**config.mk**
```make
export PLATFORM = sky130hd
export DESIGN_NAME = pic_core_param_flat
export DESIGN_NICKNAME = d
export VERILOG_FILES = /design/src/rtl/pic_core_param_pkg.sv /design/src/rtl/pic_core_param_if.sv /design/src/rtl/pic_core_param_call_stack.sv /design/src/rtl/pic_core_param.sv /design/src/flat_wrapper.sv
export SDC_FILE = /design/constraint.sdc
export NUM_CORES = 1
export LEC_CHECK = 0
export ABC_CLOCK_PERIOD_IN_PS = 5800
export BUFFER_PORTS_ARGS = -buffer_cell sky130_fd_sc_hd__buf_4
export CAP_MARGIN = 10
export CORE_MARGIN = 5
export CORE_UTILIZATION = 63
export DETAILED_ROUTE_END_ITERATION = 10
export PLACE_DENSITY = 0.8
export SYNTH_ARGS = -nofsm -noshare
export SYNTH_HDL_FRONTEND = slang
export SYNTH_SLANG_ARGS = --single-unit
```
**constraint.sdc**
```tcl
create_clock -name clk -period 5.8 [get_ports clk]
set_clock_uncertainty 0.1 [all_clocks]
set_input_delay 1.16 -clock clk [delete_from_list [all_inputs] [get_ports clk]]
set_output_delay 1.16 -clock clk [all_outputs]
set_load 0.03 [all_outputs]
```
**src/rtl/pic_core_param_pkg.sv**
```systemverilog
// Shared types, opcode constants and the instruction decoder for the
// parametrised PIC-style core.
package pic_pkg;

    typedef enum logic [2:0] {S_RST, S_FETCH, S_DECODE, S_EXEC, S_WB} state_e;

    typedef enum logic [3:0] {
        ADD, SUB, AND, PASS, INC, DEC, CLR, COM, BCLR, BSET
    } alu_op_e;

    typedef enum logic [1:0] {SRC_F, SRC_K, SRC_W} src_e;

    localparam logic [5:0] OP_ADDWF  = 6'b000111;
    localparam logic [5:0] OP_SUBWF  = 6'b000010;
    localparam logic [5:0] OP_ANDWF  = 6'b000101;
    localparam logic [5:0] OP_MOVF   = 6'b001000;
    localparam logic [5:0] OP_COMF   = 6'b001001;
    localparam logic [5:0] OP_INCF   = 6'b001010;
    localparam logic [5:0] OP_DECF   = 6'b000011;
    localparam logic [5:0] OP_DECFSZ = 6'b001011;
    localparam logic [5:0] OP_INCFSZ = 6'b001111;
    localparam logic [5:0] OP_MOVLW  = 6'b110000;
    localparam logic [5:0] OP_ADDLW  = 6'b111110;
    localparam logic [6:0] OP_CLRF   = 7'b0000011;
    localparam logic [6:0] OP_CLRW   = 7'b0000010;
    localparam logic [6:0] OP_MOVWF  = 7'b0000001;
    localparam logic [1:0] OP_BITS   = 2'b01;
    localparam logic [2:0] OP_CALL   = 3'b100;
    localparam logic [2:0] OP_GOTO   = 3'b101;
    localparam logic [13:0] INSN_RETURN = 14'b00000000001000;
    localparam logic [13:0] INSN_NOP    = 14'b00000000000000;

    typedef struct packed {
        alu_op_e op;
        src_e    src;
        logic    wr_w;
        logic    wr_f;
        logic    upd_z;
        logic    upd_c;
        logic    fsz;
        logic    btst;
        logic    skip_if_set;
        logic    jump;
        logic    call;
        logic    ret;
    } ctl_t;

    // Anything not matched below stays all-zero controls, i.e. a NOP.
    function automatic ctl_t decode(input logic [13:0] ir);
        ctl_t c;
        logic d;
        c     = '0;
        c.op  = PASS;
        c.src = SRC_F;
        d     = ir[7];
        if (ir[13:11] == OP_CALL || ir[13:11] == OP_GOTO) begin
            c.jump = 1'b1;
            c.call = (ir[13:11] == OP_CALL);
        end else if (ir[13:12] == OP_BITS) begin
            case (ir[11:10])
                2'b00:   begin c.op = BCLR; c.wr_f = 1'b1; end
                2'b01:   begin c.op = BSET; c.wr_f = 1'b1; end
                2'b10:   c.btst = 1'b1;
                default: begin c.btst = 1'b1; c.skip_if_set = 1'b1; end
            endcase
        end else if (ir == INSN_RETURN) begin
            c.ret = 1'b1;
        end else begin
            case (ir[13:8])
                OP_ADDWF:  begin c.op = ADD;  c.upd_z = 1'b1; c.upd_c = 1'b1; end
                OP_SUBWF:  begin c.op = SUB;  c.upd_z = 1'b1; c.upd_c = 1'b1; end
                OP_ANDWF:  begin c.op = AND;  c.upd_z = 1'b1; end
                OP_MOVF:   begin c.op = PASS; c.upd_z = 1'b1; end
                OP_COMF:   begin c.op = COM;  c.upd_z = 1'b1; end
                OP_INCF:   begin c.op = INC;  c.upd_z = 1'b1; end
                OP_DECF:   begin c.op = DEC;  c.upd_z = 1'b1; end
                OP_DECFSZ: begin c.op = DEC;  c.fsz = 1'b1; end
                OP_INCFSZ: begin c.op = INC;  c.fsz = 1'b1; end
                OP_MOVLW:  begin c.op = PASS; c.src = SRC_K; c.wr_w = 1'b1; end
                OP_ADDLW:  begin
                    c.op = ADD; c.src = SRC_K; c.wr_w = 1'b1;
                    c.upd_z = 1'b1; c.upd_c = 1'b1;
                end
                default: begin
                    case (ir[13:7])
                        OP_CLRF:  begin c.op = CLR; c.wr_f = 1'b1; c.upd_z = 1'b1; end
                        OP_CLRW:  begin c.op = CLR; c.wr_w = 1'b1; c.upd_z = 1'b1; end
                        OP_MOVWF: begin c.op = PASS; c.src = SRC_W; c.wr_f = 1'b1; end
                        default:  ;
                    endcase
                end
            endcase
            // The byte-oriented file ops pick their destination from d.
            if (!c.wr_w && !c.wr_f && c.src == SRC_F && (c.upd_z || c.fsz)) begin
                c.wr_w = ~d;
                c.wr_f = d;
            end
        end
        return c;
    endfunction

endpackage

```
**src/rtl/pic_core_param_if.sv**
```systemverilog
// Core-facing bus: ROM fetch port plus the observation outputs.
interface pic_core_param_if #(
    parameter int DATA_W = 8,
    parameter int PC_W   = 11
);
    logic [PC_W-1:0]   rom_addr;
    logic [13:0]       rom_data;
    logic [DATA_W-1:0] w_q;
    logic [PC_W-1:0]   pc_q;
    logic              status_z;
    logic              status_c;
    logic              stack_err;
    logic              retire;

    modport master (
        output rom_addr, w_q, pc_q, status_z, status_c, stack_err, retire,
        input  rom_data
    );

    modport slave (
        input  rom_addr, w_q, pc_q, status_z, status_c, stack_err, retire,
        output rom_data
    );
endinterface

```
**src/rtl/pic_core_param_call_stack.sv**
```systemverilog
// Circular return-address stack; a push when full overwrites the oldest entry.
module pic_call_stack #(
    parameter int PC_W        = 11,
    parameter int STACK_DEPTH = 8
) (
    input  logic            clk,
    input  logic            rst,
    input  logic            push,
    input  logic            pop,
    input  logic [PC_W-1:0] push_data,
    output logic [PC_W-1:0] top,
    output logic            empty,
    output logic            err
);
    localparam int IW = $clog2(STACK_DEPTH);
    localparam int CW = $clog2(STACK_DEPTH + 1);

    logic [PC_W-1:0] mem [STACK_DEPTH];
    logic [IW-1:0]   wp_q;
    logic [CW-1:0]   cnt_q;
    logic            err_q;

    function automatic logic [IW-1:0] wrap_inc(input logic [IW-1:0] i);
        return (i == IW'(STACK_DEPTH - 1)) ? '0 : i + IW'(1);
    endfunction

    function automatic logic [IW-1:0] wrap_dec(input logic [IW-1:0] i);
        return (i == '0) ? IW'(STACK_DEPTH - 1) : i - IW'(1);
    endfunction

    assign top   = mem[wrap_dec(wp_q)];
    assign empty = (cnt_q == '0);
    assign err   = err_q;

    always_ff @(posedge clk) begin
        if (rst) begin
            wp_q  <= '0;
            cnt_q <= '0;
            err_q <= 1'b0;
        end else if (push) begin
            wp_q <= wrap_inc(wp_q);
            if (cnt_q == CW'(STACK_DEPTH)) err_q <= 1'b1;
            else                           cnt_q <= cnt_q + CW'(1);
        end else if (pop) begin
            if (empty) begin
                err_q <= 1'b1;
            end else begin
                wp_q  <= wrap_dec(wp_q);
                cnt_q <= cnt_q - CW'(1);
            end
        end
    end

    always_ff @(posedge clk) begin
        if (push && !rst) mem[wp_q] <= push_data;
    end
endmodule

```
**src/rtl/pic_core_param.sv**
```systemverilog
// Four-clock multicycle PIC-style core: fetch, decode, execute, writeback.
module pic_core_param
    import pic_pkg::*;
#(
    parameter int DATA_W      = 8,
    parameter int PC_W        = 11,
    parameter int RAM_AW      = 7,
    parameter int STACK_DEPTH = 8
) (
    input  logic              clk,
    input  logic              rst,
    pic_core_param_if.master  bus
);
    state_e            state_q, state_d;
    logic              do_fetch, do_decode, do_exec, do_wb;
    logic [PC_W-1:0]   pc_q, mar_q;
    logic [13:0]       ir_q;
    logic [DATA_W-1:0] w_q, res_q;
    logic              z_q, c_q, skip_q, cy_q, skp_q;
    logic [DATA_W-1:0] ram [2**RAM_AW];

    ctl_t              ctl;
    logic [RAM_AW-1:0] fa;
    logic [2:0]        bsel;
    logic [DATA_W-1:0] fval, kval, opnd, bmask, res;
    logic              cy, skp;
    logic [PC_W-1:0]   stk_top;
    logic              stk_empty, stk_err;

    always_ff @(posedge clk) begin
        if (rst) state_q <= S_RST;
        else     state_q <= state_d;
    end

    always_comb begin
        state_d = state_q;
        case (state_q)
            S_RST:    state_d = S_FETCH;
            S_FETCH:  state_d = S_DECODE;
            S_DECODE: state_d = S_EXEC;
            S_EXEC:   state_d = S_WB;
            S_WB:     state_d = S_FETCH;
            default:  state_d = S_RST;
        endcase
    end

    always_comb begin
        do_fetch  = 1'b0;
        do_decode = 1'b0;
        do_exec   = 1'b0;
        do_wb     = 1'b0;
        case (state_q)
            S_FETCH:  do_fetch  = 1'b1;
            S_DECODE: do_decode = 1'b1;
            S_EXEC:   do_exec   = 1'b1;
            S_WB:     do_wb     = 1'b1;
            default:  ;
        endcase
    end

    // IR is stable from decode through writeback, so one decoder serves both.
    assign ctl  = decode(ir_q);
    assign fa   = ir_q[RAM_AW-1:0];
    assign bsel = ir_q[9:7];
    assign fval = ram[fa];
    assign kval = DATA_W'(ir_q[7:0]);

    always_comb begin
        case (ctl.src)
            SRC_K:   opnd = kval;
            SRC_W:   opnd = w_q;
            default: opnd = fval;
        endcase
        bmask = DATA_W'(1) << bsel;
        res   = opnd;
        cy    = 1'b0;
        case (ctl.op)
            ADD:  {cy, res} = {1'b0, opnd} + {1'b0, w_q};
            SUB:  begin res = opnd - w_q; cy = (opnd >= w_q); end
            AND:  res = opnd & w_q;
            INC:  res = opnd + DATA_W'(1);
            DEC:  res = opnd - DATA_W'(1);
            CLR:  res = '0;
            COM:  res = ~opnd;
            BCLR: res = opnd & ~bmask;
            BSET: res = opnd | bmask;
            default: res = opnd;
        endcase
        skp = ctl.btst ? (opnd[bsel] == ctl.skip_if_set) : (ctl.fsz && res == '0);
    end

    pic_call_stack #(.PC_W(PC_W), .STACK_DEPTH(STACK_DEPTH)) u_stack (
        .clk       (clk),
        .rst       (rst),
        .push      (do_exec && ctl.call),
        .pop       (do_exec && ctl.ret),
        .push_data (pc_q),
        .top       (stk_top),
        .empty     (stk_empty),
        .err       (stk_err)
    );

    always_ff @(posedge clk) begin
        if (rst) begin
            pc_q   <= '0;
            mar_q  <= '0;
            ir_q   <= '0;
            w_q    <= '0;
            res_q  <= '0;
            z_q    <= 1'b0;
            c_q    <= 1'b0;
            cy_q   <= 1'b0;
            skp_q  <= 1'b0;
            skip_q <= 1'b0;
        end else begin
            if (do_fetch) begin
                mar_q <= pc_q;
                pc_q  <= pc_q + PC_W'(1);
            end
            if (do_decode) begin
                ir_q   <= skip_q ? INSN_NOP : bus.rom_data;
                skip_q <= 1'b0;
            end
            if (do_exec) begin
                res_q <= res;
                cy_q  <= cy;
                skp_q <= skp;
                if (ctl.jump)     pc_q <= ir_q[PC_W-1:0];
                else if (ctl.ret) pc_q <= stk_empty ? '0 : stk_top;
            end
            if (do_wb) begin
                if (ctl.wr_w)  w_q <= res_q;
                if (ctl.upd_z) z_q <= (res_q == '0);
                if (ctl.upd_c) c_q <= cy_q;
                skip_q <= skp_q;
            end
        end
    end

    always_ff @(posedge clk) begin
        if (do_wb && ctl.wr_f && !rst) ram[fa] <= res_q;
    end

    assign bus.rom_addr  = mar_q;
    assign bus.w_q       = w_q;
    assign bus.pc_q      = pc_q;
    assign bus.status_z  = z_q;
    assign bus.status_c  = c_q;
    assign bus.stack_err = stk_err;
    assign bus.retire    = do_wb;
endmodule
```
**src/flat_wrapper.sv**
```systemverilog
// flat-port wrapper written by rule: the top's interface ports become plain ports
module pic_core_param_flat import pic_pkg::*;
#(
    parameter int DATA_W      = 8,
    parameter int PC_W        = 11,
    parameter int RAM_AW      = 7,
    parameter int STACK_DEPTH = 8
)
  (clk, rst, bus_rom_addr, bus_w_q, bus_pc_q, bus_status_z, bus_status_c, bus_stack_err, bus_retire, bus_rom_data);
  pic_core_param_if #(.DATA_W(DATA_W), .PC_W(PC_W)) bus_i ();
  input  logic clk;
  input  logic rst;
  output wire logic [$bits(bus_i.rom_addr)-1:0] bus_rom_addr;
  output wire logic [$bits(bus_i.w_q)-1:0] bus_w_q;
  output wire logic [$bits(bus_i.pc_q)-1:0] bus_pc_q;
  output wire logic [$bits(bus_i.status_z)-1:0] bus_status_z;
  output wire logic [$bits(bus_i.status_c)-1:0] bus_status_c;
  output wire logic [$bits(bus_i.stack_err)-1:0] bus_stack_err;
  output wire logic [$bits(bus_i.retire)-1:0] bus_retire;
  input wire logic [$bits(bus_i.rom_data)-1:0] bus_rom_data;
  assign bus_rom_addr = bus_i.rom_addr;
  assign bus_w_q = bus_i.w_q;
  assign bus_pc_q = bus_i.pc_q;
  assign bus_status_z = bus_i.status_z;
  assign bus_status_c = bus_i.status_c;
  assign bus_stack_err = bus_i.stack_err;
  assign bus_retire = bus_i.retire;
  assign bus_i.rom_data = bus_rom_data;
  pic_core_param #(.DATA_W(DATA_W), .PC_W(PC_W), .RAM_AW(RAM_AW), .STACK_DEPTH(STACK_DEPTH)) u_core (.clk(clk), .rst(rst), .bus(bus_i));
endmodule
```
==> flow_metrics.env <==
export IMPL_grt_total_usage_pct=30.8
export IMPL_status="finished, final reports clean"
export IMPL_drv_slew=0
export IMPL_final_period_utilization_pct=96.4
export IMPL_cp_arrival_ns=6.12
export IMPL_layout_nets=2968
export IMPL_crit_chain="buf_4 > buf_12 > buf_4 > mux2i_1 > a22o_1 > o32ai_1 > o221ai_1 > a21oi_1 > a21oi_2 > inv_1 > ha_1 > o21a_1 > o31a_1 > o21ai_0 > nor3b_2 > o32a_1 > o2111ai_1 > mux2_4 > nor4_2 > nand4_1 > o31ai_2 > a31o_1"
export IMPL_min_path_type="reg -> reg"
export IMPL_yosysTopAreaCellShare_pct=68.8
export IMPL_synth_area_leaders="edfxtp_1 (69%), mux4_2 (11%), dfxtp_1 (3.1%)"
export IMPL_setup_tns_ns=0
export IMPL_grt_pass1_vias=28000
export IMPL_ys_flop_type="edfxtp_1"
export IMPL_die_area_mm2=0.0827
export IMPL_ys_types=91
export IMPL_leakage_nw=17.0
export IMPL_avgSynthCellArea_um2=17.6
export IMPL_cts_htree_levels=3
export IMPL_required_ns=6.33
export IMPL_diodes=0
export IMPL_synth_area_mm2=0.0485
export IMPL_crit_fanout=22
export IMPL_slew_headroom_pct=16.2
export IMPL_yosys_register_bits=1187
export IMPL_area_growth_pct=12.0
export IMPL_synth_edf_count=1112
export IMPL_clockBufferDepth=3
export IMPL_critPathMaxStageDelay_ns=0.51
export IMPL_root_buffer="clkbuf_16"
export IMPL_synthMostInstantiatedCell="edfxtp_1"
export IMPL_muxShareOfSynthArea_pct=13.9
export IMPL_postRouteWirelength_um=127000
export IMPL_gr_total_overflow=0
export IMPL_path_clk_slew_ns=0.06
export IMPL_cp_slowest_cell="mux2i_1"
export IMPL_drv_cap=0
export IMPL_cts_buffers_inserted=113
export IMPL_die_h_um=288
export IMPL_fin_crit_ns=5.59
export IMPL_drt_iter0_markers=4165
export IMPL_synth_warnings=0
export IMPL_fmax_mhz=179
export IMPL_start_util_pct=63.7
export IMPL_yosys_area_share_simple_pct=5.41
export IMPL_gp_congestion=0.968
export IMPL_top_usage_layer="met2"
export IMPL_synth_fa_ha_area_share_pct=1.04
export IMPL_startpoint_type="flip-flop"
export IMPL_synthCells=2757
export IMPL_grt_use_met1_pct=43.2
export IMPL_tritoncts_num_sinks=1187
export IMPL_grt_antenna_before_repair=2
export IMPL_synth_xor_area_share_pct=0.325
export IMPL_synth_top_family_by_area="multiplexers"
export IMPL_die_w_um=288
export IMPL_cp_common_cell="buf_4"
export IMPL_met3_usage_pct=7.03
export IMPL_synth_seq_area_share_pct=71.9
export IMPL_tightest_slew_ns=1.26
export IMPL_drc=0
export IMPL_grt_first_pass_wirelength_um=187000
export IMPL_postSynth_asyncResetShare_pct=0
export IMPL_clkLatencyLatePin_ns=0.69
export IMPL_criticalPathCategory="reg -> reg"
export IMPL_worst_setup_path_end_kind="flip-flop"
export IMPL_portBuffers=49
export IMPL_p_per_area_mw_per_mm2=322
export IMPL_syn_num_nets=2810
export IMPL_grt_max_degree=113
export IMPL_wl_per_cell_um=31.4
export IMPL_hold_buffers=0
export IMPL_setup_viol=0
export IMPL_dpl_hpwl_um=80900
export IMPL_drive_gt1_share_pct=22.3
export IMPL_hold_ws_ns=0.360
export IMPL_viasPerCell=6.97
export IMPL_met2_usage_pct=47.7
export IMPL_synth_compound_area_share_pct=5.48
export IMPL_tritoncts="done"
export IMPL_antenna_left=0
export IMPL_hold_violations=0
export IMPL_core_rowCount=101
export IMPL_ys_top_cells_by_count="edfxtp_1 (1112), mux4_2 (233), nor2_1 (218)"
export IMPL_synth_area_leader_cell="edfxtp_1"
export IMPL_vias=28200
export IMPL_ir_drop_mv=0.285
export IMPL_ioPinCount=50
export IMPL_core_mm2=0.0762
export IMPL_first_pass_iters=8
[layout make-up]
type | count | area [um2]
multi-input cells | 1382 | 12800
inverters | 33 | 131
clock inverters | 66 | 526
well taps | 1030 | 1290
clock buffers | 143 | 2990
repair buffers | 198 | 1660
flip-flops and latches | 1187 | 34900
fillers | 4450 | 21900
[routing by layer]
metal	routed length, um	share of wire (%)
met1	46600	37
met2	59400	47
met3	14600	11
met4	6200	4.9
met5	13	0.010
[worst paths after layout]
check	from	endpoint	slack, ns	depth (start not counted)
max	flip-flop	u_core.skp_q	0.21	22
min	u_core.bus.rom_addr[3]	u_core.bus.rom_addr[3]	0.36	2
max reg2reg	flip-flop	u_core.skp_q	0.21	22
min reg2reg	u_core.bus.rom_addr[3]	u_core.bus.rom_addr[3]	0.36	2
[critical path, delay by kind of cell, from the launching register on]
family	cells	cell delay, ns
compound gates	12	2.39
fa+ha+maj	1	0.37
buf+inv	4	0.73
flops	1	0.50
mux	2	0.79
simple gates	3	0.60
[what timing repair did]
action | 4_1_cts | 5_1_grt
buffers inserted | 0 | 10
resized for setup | 0 | 23
setup endpoints to repair | 0 | 2
[cell families after synthesis]
group,count (synthesis)
flip-flops,1187
XOR/XNOR,18
AO/OA/AOI/OAI,384
buffers and inverters,188
adder cells (fa/ha/maj),38
AND/OR/NAND/NOR,568
multiplexers,374
[layout by cell type, fill, tap and decap left out, types with 12 or more instances in the layout]
cell type	n
a31oi_1	12
a22oi_1	71
clkinv_2	19
nand3_1	42
clkbuf_16	113
nor4_1	14
dfxtp_1	61
nand3b_1	17
mux2i_1	108
nor2_1	215
inv_1	28
nor3_1	23
buf_4	183
nor2b_1	32
a21oi_1	89
mux4_2	233
nand2_1	145
a221oi_1	13
clkinv_1	28
edfxtp_1	1112
clkbuf_1	25
ha_1	32
o22ai_1	24
a211oi_1	23
o21ai_0	35
mux2_2	26
[stage by stage]
step | utilization [%] | total power [mW] | cell area (um2) | worst slack [ns] | cells
CTS | 71.1 | 17.5 | 54200 | 0.0362 | 4029
detailed placement | 66.4 | 10.6 | 50600 | 0.0718 | 3820
floorplan | - | 10.2 | 48500 | 0.709 | 2757
global placement | 66.4 | 10.6 | 50600 | 0.0661 | 3820
global route | 71.3 | 18.0 | 54300 | -0.000106 | 4039
finish | 71.3 | 17.5 | 54300 | 0.211 | 4039
[sequential cells by signal, summed over array words and instances, names as in the netlist, named ones only]
register	count
u_core.bus.rom_addr	11
u_core.bus.pc_q	11
u_core.u_stack.wp_q	3
u_core.ram	1024
u_core.cy_q	1
u_core.res_q	8
u_core.u_stack.cnt_q	4
u_core.state_q	3
u_core.bus.w_q	8
u_core.bus.status_c	1
u_core.skp_q	1
u_core.u_stack.mem	88
u_core.skip_q	1
u_core.ir_q	14
u_core.bus.status_z	1
u_core.u_stack.err	1
[report_power, final]
part           internal [mW]  switching [mW]  total (mW)  leakage [nW]
registers               9.35          0.0792        9.43          10.8
clock network           3.88            3.13        7.02          1.71
logic                  0.392           0.664        1.06          4.53
Power figures use the tool's default switching activity.
